`src/rtl/tlut_pkg.sv`:
```
// Shared T-LUT definitions: custom-0 instruction encoding, func codes and sequencer states.
// Used by the PCPI sequencer (initiator) and the T-LUT PCPI wrapper (decoder).
package tlut_pkg;

  localparam logic [6:0] OPC_CUSTOM0 = 7'h0B;
  localparam logic [2:0] FUNCT3_TLUT = 3'd0;
  localparam logic [4:0] REG_A0      = 5'd10;
  localparam logic [4:0] REG_ZERO    = 5'd0;

  localparam logic [6:0] F7_SIGMOID = 7'd0;
  localparam logic [6:0] F7_TANH    = 7'd1;
  localparam logic [6:0] F7_EXP     = 7'd2;

  localparam logic [31:0] INSN_SIGMOID = {F7_SIGMOID, REG_ZERO, REG_A0, FUNCT3_TLUT, REG_A0, OPC_CUSTOM0};
  localparam logic [31:0] INSN_TANH    = {F7_TANH,    REG_ZERO, REG_A0, FUNCT3_TLUT, REG_A0, OPC_CUSTOM0};
  localparam logic [31:0] INSN_EXP     = {F7_EXP,     REG_ZERO, REG_A0, FUNCT3_TLUT, REG_A0, OPC_CUSTOM0};

  typedef enum logic [1:0] {
    FUNC_SIGMOID = 2'd0,
    FUNC_TANH    = 2'd1,
    FUNC_EXP     = 2'd2,
    FUNC_RSVD    = 2'd3
  } tlut_func_e;

  typedef enum logic [2:0] {
    ST_IDLE,
    ST_FETCH,
    ST_ISSUE,
    ST_DRAIN,
    ST_DONE
  } seq_state_e;

  function automatic logic [31:0] insn_for(input logic [1:0] f);
    logic [31:0] w;
    case (f)
      FUNC_TANH: w = INSN_TANH;
      FUNC_EXP:  w = INSN_EXP;
      default:   w = INSN_SIGMOID;
    endcase
    return w;
  endfunction

endpackage

```
`src/rtl/tlut_pcpi_sequencer.sv`:
```
// Streams bytes through the T-LUT coprocessor as a PCPI initiator; 3 cycles per element plus responder wait.
// Backpressure: in_ready only in FETCH, out_valid holds out_data until out_ready; TIMEOUT idle cycles abort an issue.
module tlut_pcpi_sequencer
  import tlut_pkg::*;
#(
  parameter int TIMEOUT = 16
) (
  input  logic        clk,
  input  logic        reset,
  input  logic        start,
  input  logic [1:0]  func,
  input  logic [7:0]  count,
  input  logic        abort,
  input  logic        in_valid,
  output logic        in_ready,
  input  logic [7:0]  in_data,
  output logic        out_valid,
  input  logic        out_ready,
  output logic [7:0]  out_data,
  output logic        pcpi_valid,
  output logic [31:0] pcpi_insn,
  output logic [31:0] pcpi_rs1,
  output logic [31:0] pcpi_rs2,
  input  logic        pcpi_wr,
  input  logic [31:0] pcpi_rd,
  input  logic        pcpi_wait,
  input  logic        pcpi_ready,
  output logic        busy,
  output logic        done,
  output logic        error,
  output logic [7:0]  done_count
);

  localparam int TW = $clog2(TIMEOUT + 1);

  seq_state_e    state_q, state_d;
  logic [7:0]    count_q, count_d;
  logic [31:0]   insn_q, insn_d;
  logic [7:0]    opnd_q, opnd_d;
  logic [7:0]    res_q, res_d;
  logic [7:0]    dcnt_q, dcnt_d;
  logic          err_q, err_d;
  logic [TW-1:0] tmo_q, tmo_d;
  logic          in_ready_q, pcpi_valid_q, out_valid_q, busy_q, done_q;
  logic          unused_rd_hi;

  assign unused_rd_hi = ^pcpi_rd[31:8];

  always_comb begin
    state_d = state_q;
    count_d = count_q;
    insn_d  = insn_q;
    opnd_d  = opnd_q;
    res_d   = res_q;
    dcnt_d  = dcnt_q;
    err_d   = err_q;
    tmo_d   = tmo_q;
    case (state_q)
      ST_IDLE: begin
        if (start) begin
          err_d   = 1'b0;
          dcnt_d  = '0;
          count_d = count;
          if (func == FUNC_RSVD) begin
            err_d   = 1'b1;
            state_d = ST_DONE;
          end else if (count == 8'd0) begin
            state_d = ST_DONE;
          end else begin
            insn_d  = insn_for(func);
            state_d = ST_FETCH;
          end
        end
      end
      ST_FETCH: begin
        if (in_valid) begin
          opnd_d  = in_data;
          tmo_d   = '0;
          state_d = ST_ISSUE;
        end
      end
      ST_ISSUE: begin
        if (pcpi_ready) begin
          if (pcpi_wr) begin
            res_d   = pcpi_rd[7:0];
            state_d = ST_DRAIN;
          end else begin
            err_d   = 1'b1;
            state_d = ST_DONE;
          end
        end else if (pcpi_wait) begin
          tmo_d = '0;
        end else if (tmo_q == TW'(TIMEOUT - 1)) begin
          err_d   = 1'b1;
          state_d = ST_DONE;
        end else begin
          tmo_d = tmo_q + TW'(1);
        end
      end
      ST_DRAIN: begin
        if (out_ready) begin
          dcnt_d  = dcnt_q + 8'd1;
          state_d = (({1'b0, dcnt_q} + 9'd1) < {1'b0, count_q}) ? ST_FETCH : ST_DONE;
        end
      end
      ST_DONE:  state_d = ST_IDLE;
      default:  state_d = ST_IDLE;
    endcase
    // Abort wins over any same-cycle handshake: nothing captured, nothing counted.
    if (abort && state_q != ST_IDLE && state_q != ST_DONE) begin
      state_d = ST_DONE;
      opnd_d  = opnd_q;
      res_d   = res_q;
      dcnt_d  = dcnt_q;
      err_d   = err_q;
    end
  end

  always_ff @(posedge clk or posedge reset) begin
    if (reset) begin
      state_q      <= ST_IDLE;
      count_q      <= '0;
      insn_q       <= '0;
      opnd_q       <= '0;
      res_q        <= '0;
      dcnt_q       <= '0;
      err_q        <= 1'b0;
      tmo_q        <= '0;
      in_ready_q   <= 1'b0;
      pcpi_valid_q <= 1'b0;
      out_valid_q  <= 1'b0;
      busy_q       <= 1'b0;
      done_q       <= 1'b0;
    end else begin
      state_q      <= state_d;
      count_q      <= count_d;
      insn_q       <= insn_d;
      opnd_q       <= opnd_d;
      res_q        <= res_d;
      dcnt_q       <= dcnt_d;
      err_q        <= err_d;
      tmo_q        <= tmo_d;
      in_ready_q   <= (state_d == ST_FETCH);
      pcpi_valid_q <= (state_d == ST_ISSUE);
      out_valid_q  <= (state_d == ST_DRAIN);
      busy_q       <= (state_d != ST_IDLE);
      done_q       <= (state_d == ST_DONE);
    end
  end

  assign in_ready   = in_ready_q;
  assign pcpi_valid = pcpi_valid_q;
  assign out_valid  = out_valid_q;
  assign busy       = busy_q;
  assign done       = done_q;
  assign error      = err_q;
  assign done_count = dcnt_q;
  assign pcpi_insn  = insn_q;
  assign pcpi_rs1   = {24'd0, opnd_q};
  assign pcpi_rs2   = 32'd0;
  assign out_data   = res_q;

endmodule

```
`config.mk`:
```
export PLATFORM = sky130hd
export DESIGN_NAME = tlut_pcpi_sequencer
export DESIGN_NICKNAME = d
export VERILOG_FILES = /design/src/rtl/tlut_pkg.sv /design/src/rtl/tlut_pcpi_sequencer.sv
export SDC_FILE = /design/constraint.sdc
export NUM_CORES = 1
export LEC_CHECK = 0
export CORE_UTILIZATION = 36
export CTS_BUF_LIST = sky130_fd_sc_hd__clkbuf_2 sky130_fd_sc_hd__clkbuf_4 sky130_fd_sc_hd__clkbuf_8
export CTS_CLUSTER_DIAMETER = 80
export CTS_CLUSTER_SIZE = 30
export DETAILED_ROUTE_END_ITERATION = 8
export GPL_TIMING_DRIVEN = 0
export PLACE_DENSITY_LB_ADDON = 0.15
export SYNTH_ARGS = -nofsm -noshare
export SYNTH_HDL_FRONTEND = slang
export SYNTH_SLANG_ARGS = --single-unit
```
`constraint.sdc`:
```
create_clock -name clk -period 2.7 [get_ports clk]
set_input_delay 0.405 -clock clk [delete_from_list [all_inputs] [get_ports clk]]
set_output_delay 0.405 -clock clk [all_outputs]
set_load 0.02 [all_outputs]
```
### Word-level counts from Yosys, hierarchy flattened

Index checks and enable logic that the tools add are counted.

| storage, ports and cells | value |
|---|---|
| word-level logic and storage cells | 84 |
| flip-flop bits (word level) | 78 |
| output and inout port bits | 118 |
| bits of input ports | 59 |

| operators by class | value |
|---|---|
| multiplexer cells | 28 |
| add/subtract/negate cells | 3 |
| reductions and logical operators | 16 |
| order comparisons | 1 |
| bitwise logic cells | 3 |
| eq/ne operators | 20 |

Operator list:

| operator | count |
|---|---|
| 27-bit one-hot mux with 2 select lines | 1 |
| 3-bit 2-to-1 mux | 11 |
| 5-bit 2-to-1 mux | 4 |
| 8-bit 2-to-1 mux | 2 |
| 8-bit one-hot mux with 2 select lines | 1 |
| 4-bit AND reduction | 4 |
| 3-bit != test, second input constant | 5 |
| 3-bit by 2-bit equality test with 1-bit output, second input constant | 4 |
| 3-bit one-hot mux with 4 select lines | 1 |
| 5-bit one-hot mux with 2 select lines | 1 |
| 8-bit by 1-bit adder with 9-bit output, second input constant | 1 |
| 9-bit by 8-bit less-than comparator with 1-bit output | 1 |
| 8-bit by 1-bit adder with 8-bit output, second input constant | 1 |
| 8-bit zero test | 1 |
| 2-bit != test, second input constant | 4 |
| 3-bit by 1-bit equality test with 1-bit output, second input constant | 2 |
| 1-bit 2-to-1 mux | 6 |
| 6-bit AND reduction | 1 |
| 2-bit nonzero test | 3 |
| 3-bit nonzero test | 2 |
| 5-bit by 1-bit adder with 5-bit output, second input constant | 1 |
| 5-bit by 4-bit equality test with 1-bit output, second input constant | 1 |
| 2-bit equality test, second input constant | 2 |
| 3-bit equality test, second input constant | 1 |
| other kinds (7) | 10 |

### Logic depth before layout (Yosys ltp)

| depth | value |
|---|---|
| depth after elaboration | 7 |
| mapped depth | 10 |
| mapped depth without buffers | 10 |

### Worst setup path before layout

OpenSTA, ideal clock, no wires.

| timing | value |
|---|---|
| path type | flip-flop to flip-flop |
| start point | reg dcnt_q[0], in the netlist done_count[0] |
| end point | reg busy_q, in the netlist busy |
| path buffers | 0 |
| required time | 2.574 ns |
| arrival time | 2.817 ns |
| path slack | -0.244 ns |
| period minus slack after synthesis | 2.944 ns |
| cell stages (with the launch flop) | 11 |
| library setup time | 0.126 ns |
| cells stage by stage | dfrtp_1 and3_2 and3_1 and3_1 xor2_1 ha_1 and3_1 a221oi_4 o211ai_2 a221o_1 a311o_1 |

| between the ends | value |
|---|---|
| cells in the longest elaborated chain, start to end | 7 |

Ends and longest elaborated chain:

| element | RTL line | source |
|---|---|---|
| start: declaration | tlut_pcpi_sequencer.sv:41 | `logic [7:0] dcnt_q, dcnt_d;` |
| start signal: assignment | tlut_pcpi_sequencer.sv:140 | `dcnt_q <= dcnt_d;` |
| 8-bit by 1-bit adder with 9-bit output | tlut_pcpi_sequencer.sv:103 | `state_d = (({1'b0, dcnt_q} + 9'd1) < {1'b0, count_q}) ? ST_FETCH : ST_DONE;` |
| 9-bit by 8-bit less-than comparator with 1-bit output | tlut_pcpi_sequencer.sv:103 |  |
| 3-bit 2-to-1 mux | tlut_pcpi_sequencer.sv:103 |  |
| 3-bit 2-to-1 mux | tlut_pcpi_sequencer.sv:101 | `if (out_ready) begin` |
| 3-bit one-hot mux with 4 select lines | tlut_pcpi_sequencer.sv:58 | `case (state_q)` |
| 3-bit 2-to-1 mux | tlut_pcpi_sequencer.sv:110 | `if (abort && state_q != ST_IDLE && state_q != ST_DONE) begin` |
| via state_d[2] | tlut_pcpi_sequencer.sv:36 | `seq_state_e state_q, state_d;` |
| 3-bit nonzero test | tlut_pcpi_sequencer.sv:146 | `busy_q <= (state_d != ST_IDLE);` |
| end signal: assignment | tlut_pcpi_sequencer.sv:146 |  |
| end: declaration | tlut_pcpi_sequencer.sv:44 | `logic in_ready_q, pcpi_valid_q, out_valid_q, busy_q, done_q;` |

The timed path passes the listed nets, and every way through them passes these cells.
A chain may end at the register's enable or synchronous reset.

### Worst setup path in the final report

| timing | value |
|---|---|
| start point | reg dcnt_q[1], in the netlist done_count[1] |
| end point | reg busy_q, in the netlist busy |

Same word-level chain as after synthesis.

==> summary.md <==
| Metric | Value |
|---|---|
| DRT antenna net count | `0` |
| Pleak | `about 0.0023 uW` |
| Total power | `3350 uW` |
| RSZ-0062 raised after global routing | `yes` |
| CTS Buf Count | `5` |
| Clk_skew | `0.00672 ns` |
| Synth unique cells | `between 50 and 60` |
| Worst EP required | `between 2 and 3 ns` |
| Num rows | `33` |
| Nets | `approximately 550` |
| Number of global-route vias before repair | `2306` |
| Placer Congestion | `0.773` |
| TritonCTS clock tree | `done` |
| Total die area | `0.00912 sq mm` |
| I/O Pins | `177` |
| Post-synth ARST share | `100%` |
| Hold WS | `0.460 ns` |
| Worst path arrival time | `2.99 ns` |
| Width of the die | `95.5 um` |
| Setup violators final | `1` |
| Crit path from | `done_count[1]` |
| Most frequent cells in the layout | `95 x buf_4, 79 x conb_1, 72 x clkdlybuf4s50_1` |
| Clk Latency, worst-skew pair | `0.30 ns` |
| Ys Warns | `0` |
| Post-route clock period utilization | `103%` |
| Final WL | `between 6 and 7 mm` |
| Initial antenna violation count | `0` |
| Seq/Total Area, Yosys | `39.0%` |
| Worst setup endpoint | `busy` |
| Max_slew headroom | `61.4%` |
| CTS hold repair buffers | `0` |
| Slew Limit Fails | `0` |
| Critical-path maximum fanout | `4` |
| CTS clk-pin slew, worst paths | `0.10 ns` |
| Max-cap violations | `0` |
| Remaining DRCs | `0` |
| First-pass GRT wire length | `10.8 mm` |
| Clk sinks | `49` |
| First-pass DRT Iterations | `4` |
| Worst Tran Pin Value | `0.573 ns` |
| CORE AREA | `0.00834 sq mm` |
| PwrDens | `731 mW/mm^2` |
| Overflow after GRT | `0` |
| Top achievable clock speed | `358 MHz` |
| Via count | `2489` |
| Max Buffers Root-to-Sink | `2` |
| Wire length per cell | `11.6 um` |
| Flops & latches, synth | `49` |
| Setup TNS | `-0.0935 ns` |
| Synth area leader | `dfrtp_1` |
| Input/output buffers | `72` |
| Worst vdd ir | `434 uV` |
| Via density | `4.23` |
| Fillers | `791` |
| Share of cells above drive strength 1 | `31.4%` |
| Syn_area_per_cell | `9.96 sq um` |
| Layout area overhead | `45.5%` |
| Fin crit period | `2.79 ns` |
| Final WS setup | `-0.0935 ns` |
| H-tree depth | `2` |
| Post-synth top area share | `39.0%` |
| Most common cell after layout, fill and taps aside | `buf_4` |
| Clock Tree Root | `clkbuf_8` |
| Top FF cell, synth | `dfrtp_1` |
| Synth Cell Area | `0.00315 sq mm` |
| Vert. Die Dim | `95.5 um` |
| R2R Path Start | `done_count[1]` |
| 1st-iter DRT viols | `63` |
| Crit Path Category | `reg -> reg` |
| Fin area | `0.00458 sq mm` |
| Startpoint types | `flip-flop` |
| Ranking of synthesized cells by area | `dfrtp_1 39%, buf_4 21%, mux2_2 6.1%, ha_1 4.0%, nand2_1 2.7%` |
| CP Capture Type | `flip-flop` |
| DP HPWL | `between 5 and 6 mm` |
| Final Hold Violating Endpoints | `0` |
| Failing checks | `setup timing` |
| Antenna cell count | `0` |
| Mapped Cells | `between 300 and 400` |
| Flop-to-flop setup slack | `-0.09 ns` |
| Worst r2r dst | `busy` |
| Reg area | `about 0.0012 sq mm` |
| Post-synth EDFFs | `0` |
| Worst hold path type | `in -> async` |
| Area of the multi-input gates | `0.00155 sq mm` |
| Worst R2R Path Depth | `10` |
| Status | `finished with violations` |
| Initial core utilization | `37.7%` |
| Pin count of the biggest net entering global routing | `27` |
| Cell Area, Placed | `0.00434 sq mm` |
| Global-route usage over all layers | `15.3%` |
| Final core utilization | `a little over half` |
## Yosys cell counts (3+ instances only)
master and n:
o31ai_1 4, and3_1 4, xnor2_1 4, nand3_1 8, nand2b_1 4, inv_1 13
nor2_1 15, xor2_1 3, buf_4 86, clkbuf_1 3, o21ai_0 16, a32o_1 4
nor2b_1 3, mux2_2 17, dfrtp_1 49, a21oi_1 9, ha_1 10, nand2_1 23
## flip-flops by register name (all words and copies together) (netlist names)
signal      count
busy            1
count_q         8
done            1
done_count      8
error           1
in_ready        1
opnd_q          8
out_data        8
out_valid       1
pcpi_insn       3
pcpi_valid      1
state_q         3
tmo_q           5
## final cells by class
| class | count | area share (%) |
|---|---|---|
| buffer | 92 | 14.9 |
| sequential | 49 | 26.9 |
| clock buffer | 6 | 1.80 |
| clock inverter | 2 | 0.820 |
| tap | 105 | 2.87 |
| inverter | 13 | 1.07 |
| multi-input combinational | 240 | 33.9 |
| timing repair buffer | 82 | 17.7 |
## metal layers
layer  up-vias  track usage (%)  wire length, um
met4         0             3.36               44
met5         -                0                0
met1      1161             18.5             2920
met2        77             27.3             3450
li1       1246                -                -
met3         5             3.59              403
## cells by family after synthesis
group,after synthesis,synth area share (%)
XOR/XNOR,7,1.95
flip-flops,49,39.0
AO/OA/AOI/OAI,53,13.3
other,1,0.119
multiplexers,17,6.08
buffers and inverters,105,23.3
adder cells (fa/ha/maj),10,3.97
AND/OR/NAND/NOR,74,12.3
## per-stage QoR
step / setup slack [ns] / std cells
floorplan: -0.112 / 394
global placement: -0.292 / 571
detailed placement: -0.294 / 572
CTS: -0.0900 / 587
global route: -0.151 / 589
finish: -0.0935 / 589
## worst max-delay path, stage by stage, from the launching register on
cell,delay [ns]
dfrtp_2,0.41
and3_4,0.20
and3_4,0.19
and3_4,0.21
xor2_4,0.18
ha_4,0.22
and3_4,0.19
a221oi_4,0.31
o211ai_2,0.13
a221o_1,0.36
a311o_1,0.28
## timing repair
item,CTS,global route
endpoints found under the setup margin,3,2
resized for setup,6,4
pin swaps,5,1
setup buffers,7,2
## report_power, final
group | internal, uW | switching [uW]
clock network | 302 | 258
logic | 803 | 875
registers | 988 | 123
## worst min-delay path by stage
stage	cells past startpoint	from	slack, ns	end
after floorplan	2	count_q[0]	0.46	count_q[0]
after global placement	1	pcpi_insn[26]	0.48	pcpi_insn[26]
after detailed placement	1	pcpi_insn[25]	0.49	pcpi_insn[25]
after CTS	2	reset	0.48	pcpi_insn[25]
after global routing	2	reset	0.52	state_q[0]
final	2	reset	0.46	pcpi_insn[25]
Note: power is estimated with default switching activity, not from simulation.
